$ cat src/rtl/vga_timing_gen.sv
// VGA raster timing generator: registered position, syncs, visible-area flag and line/frame strobes.
// Optional VGA_TIMING_FRAME_COUNT_EN adds a 16-bit frame_count output.
module vga_timing_gen #(
    parameter int unsigned H_ACTIVE = 640,
    parameter int unsigned H_FP     = 16,
    parameter int unsigned H_SYNC   = 96,
    parameter int unsigned H_BP     = 48,
    parameter int unsigned V_ACTIVE = 480,
    parameter int unsigned V_FP     = 10,
    parameter int unsigned V_SYNC   = 2,
    parameter int unsigned V_BP     = 33
) (
    input  logic       vga_clk,
    input  logic       reset,
    input  logic       pix_en,
    output logic [9:0] DrawX,
    output logic [9:0] DrawY,
    output logic       hs,
    output logic       vs,
    output logic       blank,
    output logic       line_start,
    output logic       frame_start
`ifdef VGA_TIMING_FRAME_COUNT_EN
    ,
    output logic [15:0] frame_count
`endif
);

    localparam int unsigned H_TOTAL = H_ACTIVE + H_FP + H_SYNC + H_BP;
    localparam int unsigned V_TOTAL = V_ACTIVE + V_FP + V_SYNC + V_BP;

    localparam logic [9:0] H_LAST   = 10'(H_TOTAL - 1);
    localparam logic [9:0] V_LAST   = 10'(V_TOTAL - 1);
    localparam logic [9:0] H_VIS    = 10'(H_ACTIVE);
    localparam logic [9:0] V_VIS    = 10'(V_ACTIVE);
    localparam logic [9:0] HS_START = 10'(H_ACTIVE + H_FP);
    localparam logic [9:0] HS_END   = 10'(H_ACTIVE + H_FP + H_SYNC);
    localparam logic [9:0] VS_START = 10'(V_ACTIVE + V_FP);
    localparam logic [9:0] VS_END   = 10'(V_ACTIVE + V_FP + V_SYNC);

    logic [9:0] x_next;
    logic [9:0] y_next;

    always_comb begin
        x_next = DrawX + 10'd1;
        y_next = DrawY;
        if (DrawX == H_LAST) begin
            x_next = '0;
            y_next = (DrawY == V_LAST) ? '0 : DrawY + 10'd1;
        end
    end

    // Every output is decoded from the next position so all of them line up in the same cycle.
    always_ff @(posedge vga_clk or posedge reset) begin
        if (reset) begin
            DrawX       <= H_LAST;
            DrawY       <= V_LAST;
            hs          <= 1'b1;
            vs          <= 1'b1;
            blank       <= 1'b0;
            line_start  <= 1'b0;
            frame_start <= 1'b0;
        end else if (pix_en) begin
            DrawX       <= x_next;
            DrawY       <= y_next;
            hs          <= !((x_next >= HS_START) && (x_next < HS_END));
            vs          <= !((y_next >= VS_START) && (y_next < VS_END));
            blank       <= (x_next < H_VIS) && (y_next < V_VIS);
            line_start  <= (x_next == '0);
            frame_start <= (x_next == '0) && (y_next == '0);
        end else begin
            line_start  <= 1'b0;
            frame_start <= 1'b0;
        end
    end

`ifdef VGA_TIMING_FRAME_COUNT_EN
    always_ff @(posedge vga_clk or posedge reset) begin
        if (reset) begin
            frame_count <= '0;
        end else if (frame_start) begin
            frame_count <= frame_count + 16'd1;
        end
    end
`endif

endmodule

$ cat config.mk
export PLATFORM = sky130hd
export DESIGN_NAME = vga_timing_gen
export DESIGN_NICKNAME = d
export VERILOG_FILES = /design/src/rtl/vga_timing_gen.sv
export SDC_FILE = /design/constraint.sdc
export NUM_CORES = 1
export LEC_CHECK = 0
export ABC_AREA = 1
export CORE_ASPECT_RATIO = 0.5
export CORE_UTILIZATION = 47
export DETAILED_ROUTE_END_ITERATION = 10
export PLACE_DENSITY_LB_ADDON = 0.08
export SLEW_MARGIN = 10
export SYNTH_ARGS = -nofsm -noshare
export SYNTH_HDL_FRONTEND = slang
export SYNTH_SLANG_ARGS = --single-unit
$ cat constraint.sdc
create_clock -name vga_clk -period 2.76 [get_ports vga_clk]
set_clock_uncertainty 0.15 [all_clocks]
set_input_delay 0.552 -clock vga_clk [delete_from_list [all_inputs] [get_ports vga_clk]]
set_output_delay 0.552 -clock vga_clk [all_outputs]
set_load 0.03 [all_outputs]
Yosys cells after proc, flatten, opt, wreduce, memory -nomap -nowiden
Cells that the tools add are included.
- flip-flop bits (word level): 25
- output and inout port bits: 25
- logic and storage cells: 30
- $add $sub $neg: 2
- magnitude comparators: 6
- equality and inequality tests: 2
- multiplexer cells: 5
- reductions and logical operators: 8
- operator list (operator ; number):
    2-to-1 mux 10 bit ; 3
    adder 10 x 1 -> 10 bit, second input constant ; 2
    == test 10 bit, second input constant ; 2
    zero test 10 bit ; 2
    less-than comparator 10 bit, second input constant ; 2
    less-than comparator 10 x 9 -> 1 bit, second input constant ; 2
    greater-or-equal comparator 10 bit, second input constant ; 1
    greater-or-equal comparator 10 x 9 -> 1 bit, second input constant ; 1
    logical AND 1 bit ; 4
    zero test 1 bit ; 2
    2-to-1 mux 1 bit ; 2

Logic depth before layout (Yosys ltp)
Gate-level depths: netlist of run 1.
- depth after elaboration: 6
- depth in mapped cells: 12

Worst setup path before layout of run 1
No wires, ideal clock.
- path kind: reg2reg
- start: register DrawX[0]
- end: register blank
- setup time: 0.117 ns
- data arrival time: 1.849 ns
- required time: 2.493 ns
- setup slack: 0.644 ns
- cell stages (with the launch flop): 12
- path buffers: 1
- clock period less this slack: 2.116 ns
- path through: dfstp_2 -> ha_1 -> nand4_1 -> nor2_4 -> buf_6 -> nand3_1 -> nand2_1 -> nand2_1 -> nor2_1 -> nand2_1 -> nand2_1 -> nand2_1
- longest elaborated chain between the ends: 4
- ends and longest elaborated chain (what ; line ; RTL):
    start: declaration ; 16 ; output logic [9:0] DrawX,
    start signal: assignment ; 64 ; DrawX <= x_next;
    adder 10 x 1 -> 10 bit / == test 10 bit (equally long branches) ; 45, 47 ;
    2-to-1 mux 10 bit ; 47 ; if (DrawX == H_LAST) begin
    less-than comparator 10 bit / less-than comparator 10 x 9 -> 1 bit (equally long branches) ; 68 ; blank <= (x_next < H_VIS) && (y_next < V_VIS);
    logical AND 1 bit * ; 68 ;
    end signal: assignment ; 68 ;
    end: declaration ; 20 ; output logic blank,
Mark *: on every way between the ends. The rest lies on a longest branch, timed or not.
A chain may end at the register's enable or synchronous reset.

Worst setup path after layout of run 1
- start: register DrawX[2]
- end: output DrawX[2]
No word-level cell between the ends.

==> results of run 1 <==
==> area by class of cell <==
class / instances / area (um^2) / area share [%]
clock buffer: 3 / 41.3 / 1.93
clock inverter: 1 / 7.51 / 0.350
inverter: 31 / 116 / 5.43
multi-input combinational: 202 / 988 / 46.1
sequential: 25 / 641 / 29.9
tap: 51 / 63.8 / 2.98
timing repair buffer: 29 / 285 / 13.3
==> where the power goes <==
group          switching, mW  leakage [nW]  total (mW)  internal [mW]
logic                  0.381         0.675       0.619          0.238
registers              0.129         0.298       0.598          0.469
clock network          0.130        0.0217       0.232          0.103
==> worst min path at each step <==
stage,from,to,slack (ns),cells after the start
floorplan,hs$_DFFE_PP1P_,hs$_DFFE_PP1P_,0.39,2
global placement,blank$_DFFE_PP0P_,blank$_DFFE_PP0P_,0.32,2
finish,hs$_DFFE_PP1P_,hs$_DFFE_PP1P_,0.35,2
CTS,hs$_DFFE_PP1P_,hs$_DFFE_PP1P_,0.35,2
detailed placement,hs$_DFFE_PP1P_,hs$_DFFE_PP1P_,0.33,2
global route,blank$_DFFE_PP0P_,blank$_DFFE_PP0P_,0.39,2
==> worst register-to-register path: cells and delay by family, from the launching register on <==
kind,cells,cell delay [ns]
adder cells (fa/ha/maj),1,0.27
flip-flops,1,0.62
AND/OR/NAND/NOR,8,1.19
==> layer usage <==
metal | global-route usage [%] | wire length, um | vias up
li1 | - | - | 900
met1 | 32.0 | 2160 | 811
met2 | 36.3 | 1870 | 58
met3 | 5.07 | 234 | 4
met4 | 4.44 | 31 | 0
met5 | 0 | 0 | -
==> kinds of logic after synthesis <==
logic type,synth area share (%)
and+or+nand+nor,43.2
buffers and inverters,9.52
AOI/OAI and AO/OA,7.92
DFF,35.6
adders and majority gates,2.78
xor gates and xnor gates,0.973
==> state kept, by name, summed over array words and instances (netlist names) <==
register     cells
DrawX           10
DrawY           10
blank            1
frame_start      1
hs               1
line_start       1
vs               1
==> Yosys cell counts, types with 2 or more instances <==
cell,number,share of area [%]
dfstp_2,12,18
nor3_1,2,0.56
nand3b_1,3,1.3
inv_1,26,5.4
o21ai_0,19,5.3
dfrtp_1,13,18
a21oi_1,2,0.56
clkbuf_1,4,0.83
nand4_1,9,3.1
nor2_1,31,6.5
buf_2,2,0.56
nor2_4,3,1.9
inv_2,5,1.0
ha_1,4,2.8
nand2_4,2,1.3
nand3_1,21,5.8
o21ai_1,2,0.56
o21bai_1,2,0.83
buf_6,2,1.3
nand2_1,89,19
nand3_2,4,2.2
nor2_2,3,1.0
==> through the flow <==
step                hold WS, ns  setup WS, ns  instances  util, %  total power [mW]
floorplan                 0.392         0.644        267        -              1.01
global placement          0.324         0.601        338     59.0              1.21
detailed placement        0.334         0.505        338     59.0              1.22
CTS                       0.350         0.419        342     60.4              1.46
global route              0.391         0.247        342     60.4              1.55
finish                    0.350         0.437        342     60.4              1.45
==> flow_metrics.py, run 1 <==
metrics = {
    "status": {
        "status": "complete, no violations",
    },
    "die": {
        "die_x_um": 89.5,
        "die_h_um": 45.8,
        "dieArea_um2": 4100,
        "num_rows": 15,
        "ioPinCount": 28,
        "start_util_pct": 50.8,
        "core_um2": 3550,
    },
    "synthesis": {
        "synth-edff-count": 0,
        "netlist_instances": 267,
        "async_reset_ff_share_pct": 100,
        "syn-num-nets": 274,
        "synth_ff_type": "dfrtp_1",
        "mappedNetlistArea_um2": 1800,
        "seq_area_frac_synth_pct": 35.6,
        "synth.distinct_cells": 29,
        "yosysWarningCount": 0,
        "synth_seq_cells": 25,
        "syn_area_per_cell_um2": 6.74,
    },
    "critical_path": {
        "criticalPathCategory": "flop to output port",
        "cpMaxStageDelayCell": "clkdlybuf4s50_1",
        "rrSetupSlack_ns": 0.45,
        "critPathLaunchType": "flop",
        "r2r-end": "frame_start$_DFF_PP0_",
        "cp.arrival_ns": 1.62,
        "path_depth": 1,
        "path_max_fanout": 8,
        "crit_family": "buffers and inverters",
        "worst-path-buf-inv": 1,
        "r2r_cells": 9,
        "cp-startpoint": "DrawX[2]$_DFFE_PP1P_",
        "max_stage_delay_ns": 0.70,
        "crit_path_end_kind": "output port",
        "cp.required_ns": 2.06,
        "endpoint": "DrawX[2]",
        "rr_startpoint": "DrawX[0]$_DFFE_PP1P_",
        "cp_cell_sequence": "clkdlybuf4s50_1",
    },
    "final_layout": {
        "final_common_cell": "nand2_1",
        "area_growth_pct": 19.0,
        "final_cell_mix": "nand2_1 (89), nor2_1 (31), clkdlybuf4s50_1 (27)",
        "drive_above_1_share_pct": 12.7,
        "diodes": 0,
        "fillers": 327,
        "design_area_um2": 2140,
        "nets": 299,
    },
    "place": {
        "placed_area_um2": 2090,
        "globalplace.congestion": 0.918,
        "dp_hpwl_mm": 3.14,
        "port_buffers": 27,
    },
    "clock_tree": {
        "cts_resized": 0,
        "clk_latency_ns": 0.28,
        "cts_buffers": 3,
        "clock_sinks": 25,
        "post_cts_buffers": 0,
        "cts_hold_buf": 0,
        "cts_root_buf": "clkbuf_8",
        "cts_tree": "built",
        "clk_pin_slew_ns": 0.10,
        "h-tree-depth": 1,
        "clk_path_buf_depth": 2,
    },
    "hold_path": {
        "hp-class": "flop to flop",
    },
    "routing": {
        "drt_iter0_drc": 77,
        "first_pass_iters": 5,
        "wl_per_cell_um": 12.5,
        "antenna_left": 0,
        "wirelength_mm": 4.29,
        "drcViolationCount": 0,
        "viasPerCell": 5.18,
        "via_count": 1773,
    },
    "timing": {
        "rsz0062_at_grt": "no",
        "tns_ns": 0,
        "hold_viol": 0,
        "slew_violations": 0,
        "fin_crit_ns": 2.32,
        "max_freq_mhz": 430,
        "tightest_slew_ns": 0.518,
        "slew_headroom_pct": 65.5,
        "finalSetupViolCount": 0,
        "timing.final.crit_share_pct": 84.2,
    },
    "job": {
        "drv_cap": 0,
    },
    "global_routing": {
        "grt_usage_pct": 22.7,
        "grt_pass1_vias": 1487,
        "grt_max_degree": 26,
        "grt_antenna_before_repair": 0,
        "grt_pass1_wl_mm": 6.88,
        "gr-total-overflow": 0,
    },
    "pwr": {
        "leakagePower_nw": 0.995,
        "power_density_nw_per_um2": 676,
        "ir_drop_v": 0.000280,
    },
}
Power figures use the tool's default switching activity.
==> run 2, diff against run 1 <==
Clock period 2.76 ns to 1.85 ns, I/O delays scaled along.
==> run 2 against run 1 <==
  * Worst hold slack got worse by 0.056 ns
  * Sequential share of layout area is 4.6 points lower
  * Clock power is 53% higher
  * The flow now finishes with violations (setup timing)
  * Global-route usage increased by 2.5 points
  * Sequential power grew 43%
  * Core utilization up 11 points
  * Wire length up 17%
  * Worst setup slack lost 0.55 ns
  * Register-to-register slack lost 0.57 ns
==> flow_metrics.py, run 2 (synthesized netlist as in run 1, its figures left out) <==
metrics = {
    "global_routing": {
        "grt_max_degree": 26,
        "grt_pass1_vias": 1638,
        "grt_antenna_before_repair": 0,
        "gr-total-overflow": 0,
        "grt_pass1_wl_mm": 7.62,
        "grt_usage_pct": 25.2,
    },
    "routing": {
        "antenna_left": 0,
        "wl_per_cell_um": 13.3,
        "viasPerCell": 5.16,
        "wirelength_mm": 5.02,
        "first_pass_iters": 4,
        "drt_iter0_drc": 115,
        "drcViolationCount": 0,
        "via_count": 1952,
    },
    "pwr": {
        "power_density_nw_per_um2": 941,
        "power.total_mw": 2.38,
        "leakagePower_nw": 1.27,
        "ir_drop_v": 0.000408,
    },
    "die": {
        "ioPinCount": 28,
        "die_h_um": 45.8,
        "die_x_um": 89.5,
        "dieArea_um2": 4100,
        "core_um2": 3550,
        "num_rows": 15,
        "start_util_pct": 50.8,
    },
    "job": {
        "drv_cap": 0,
    },
    "timing": {
        "slew_headroom_pct": 65.0,
        "hold_viol": 0,
        "max_freq_mhz": 508,
        "hold_ws_ns": 0.294,
        "tns_ns": -0.501,
        "layout_setup_ws_ns": -0.117,
        "finalSetupViolCount": 6,
        "timing.final.crit_share_pct": 106,
        "rsz0062_at_grt": "yes",
        "slew_violations": 0,
        "fin_crit_ns": 1.97,
        "tightest_slew_ns": 0.525,
    },
    "clock_tree": {
        "cts_tree": "built",
        "h-tree-depth": 1,
        "cts_buffers": 3,
        "cts_root_buf": "clkbuf_8",
        "clock_sinks": 25,
        "clk_path_buf_depth": 2,
        "clk_latency_ns": 0.28,
        "clk_pin_slew_ns": 0.10,
    },
    "critical_path": {
        "criticalPathCategory": "flop to flop",
        "cp.required_ns": 1.92,
        "crit_path_end_kind": "flop",
        "path_max_fanout": 5,
        "critPathLaunchType": "flop",
        "cp.arrival_ns": 2.04,
    },
    "final_layout": {
        "area_growth_pct": 40.4,
        "final_cell_mix": "nand2_1 (75), buf_4 (35), nor2_1 (28)",
        "final_common_cell": "nand2_1",
        "fillers": 285,
        "design_area_um2": 2530,
        "diodes": 0,
        "nets": 335,
        "top_regs": "DrawX (10), DrawY (10)",
        "drive_above_1_share_pct": 32.1,
        "utilization_pct": 71.3,
    },
    "status": {
        "status": "complete, but fails checks",
        "violations": "setup timing",
    },
    "place": {
        "placed_area_um2": 2340,
        "globalplace.congestion": 0.933,
        "port_buffers": 27,
        "dp_hpwl_mm": 3.48,
    },
    "hold_path": {
        "hp-class": "primary input to asynchronous set/reset pin",
    },
}
==> run 2: final cells by class <==
cell class	instances	area [um^2]	share of cell area, %
Inverter	31	116	4.60
Clock buffer	3	41.3	1.63
Timing Repair Buffer	64	538	21.3
Multi-Input combinational cell	203	1120	44.3
Clock inverter	1	7.51	0.297
Sequential cell	25	641	25.3
Tap cell	51	63.8	2.52
==> run 2: critical path, stage by stage, from the launching register on <==
cell	delay, ns
dfstp_2	0.57
ha_4	0.16
nand2_4	0.06
nor2_4	0.18
buf_4	0.14
nand4_1	0.09
nand3_2	0.15
nand3b_1	0.10
nor2_2	0.15
nand2_1	0.06
nor2_1	0.09
==> run 2: report_power, final <==
| group | switching, mW | leakage, nW | internal [mW] |
|---|---|---|---|
| Sequential | 0.157 | 0.298 | 0.698 |
| Combinational | 0.691 | 0.952 | 0.477 |
| Clock | 0.202 | 0.0217 | 0.153 |
| Total | 1.05 | 1.27 | 1.33 |
==> run 2: per-stage QoR <==
step,cells,worst slack [ns]
finish,378,-0.117
global route,378,-0.254
CTS,374,-0.0852
detailed placement,368,-0.0738
global placement,368,-0.0126
floorplan,267,-0.106
==> run 2: per-layer routing <==
metal	up-vias	share of wire, %	GRT usage [%]
li1	975	-	-
met1	892	47	35.1
met2	77	46	42.9
met3	8	6.4	4.35
met4	0	0.76	2.86
met5	-	0	0
==> run 2: timing repair <==
action	CTS	global route
pin swaps	3	9
hold buffers	0	0
buffers inserted	1	4
setup endpoints to repair	26	15
cloned	1	0
resized for setup	25	34
==> run 2: final timing paths <==
| path | startpoint | end | slack (ns) | cells after the start |
|---|---|---|---|---|
| worst max-delay path | DrawX[1]$_DFFE_PP1P_ | frame_start$_DFF_PP0_ | -0.12 | 10 |
| max in group asynchronous | reset | hs$_DFFE_PP1P_ | 0.95 | 3 |
| worst min register to register | blank$_DFFE_PP0P_ | blank$_DFFE_PP0P_ | 0.34 | 2 |
| min in group vga_clk | blank$_DFFE_PP0P_ | blank$_DFFE_PP0P_ | 0.34 | 2 |
| worst min-delay path | reset | DrawY[5]$_DFFE_PP0P_ | 0.29 | 3 |
| worst max register to register | DrawX[1]$_DFFE_PP1P_ | frame_start$_DFF_PP0_ | -0.12 | 10 |
==> run 3, diff against run 2 <==
Settings changed: CTS_CLUSTER_DIAMETER from default to 200.
==> results of run 3 <==
No change in the layout: final DEF, timing and power equal those of run 2.
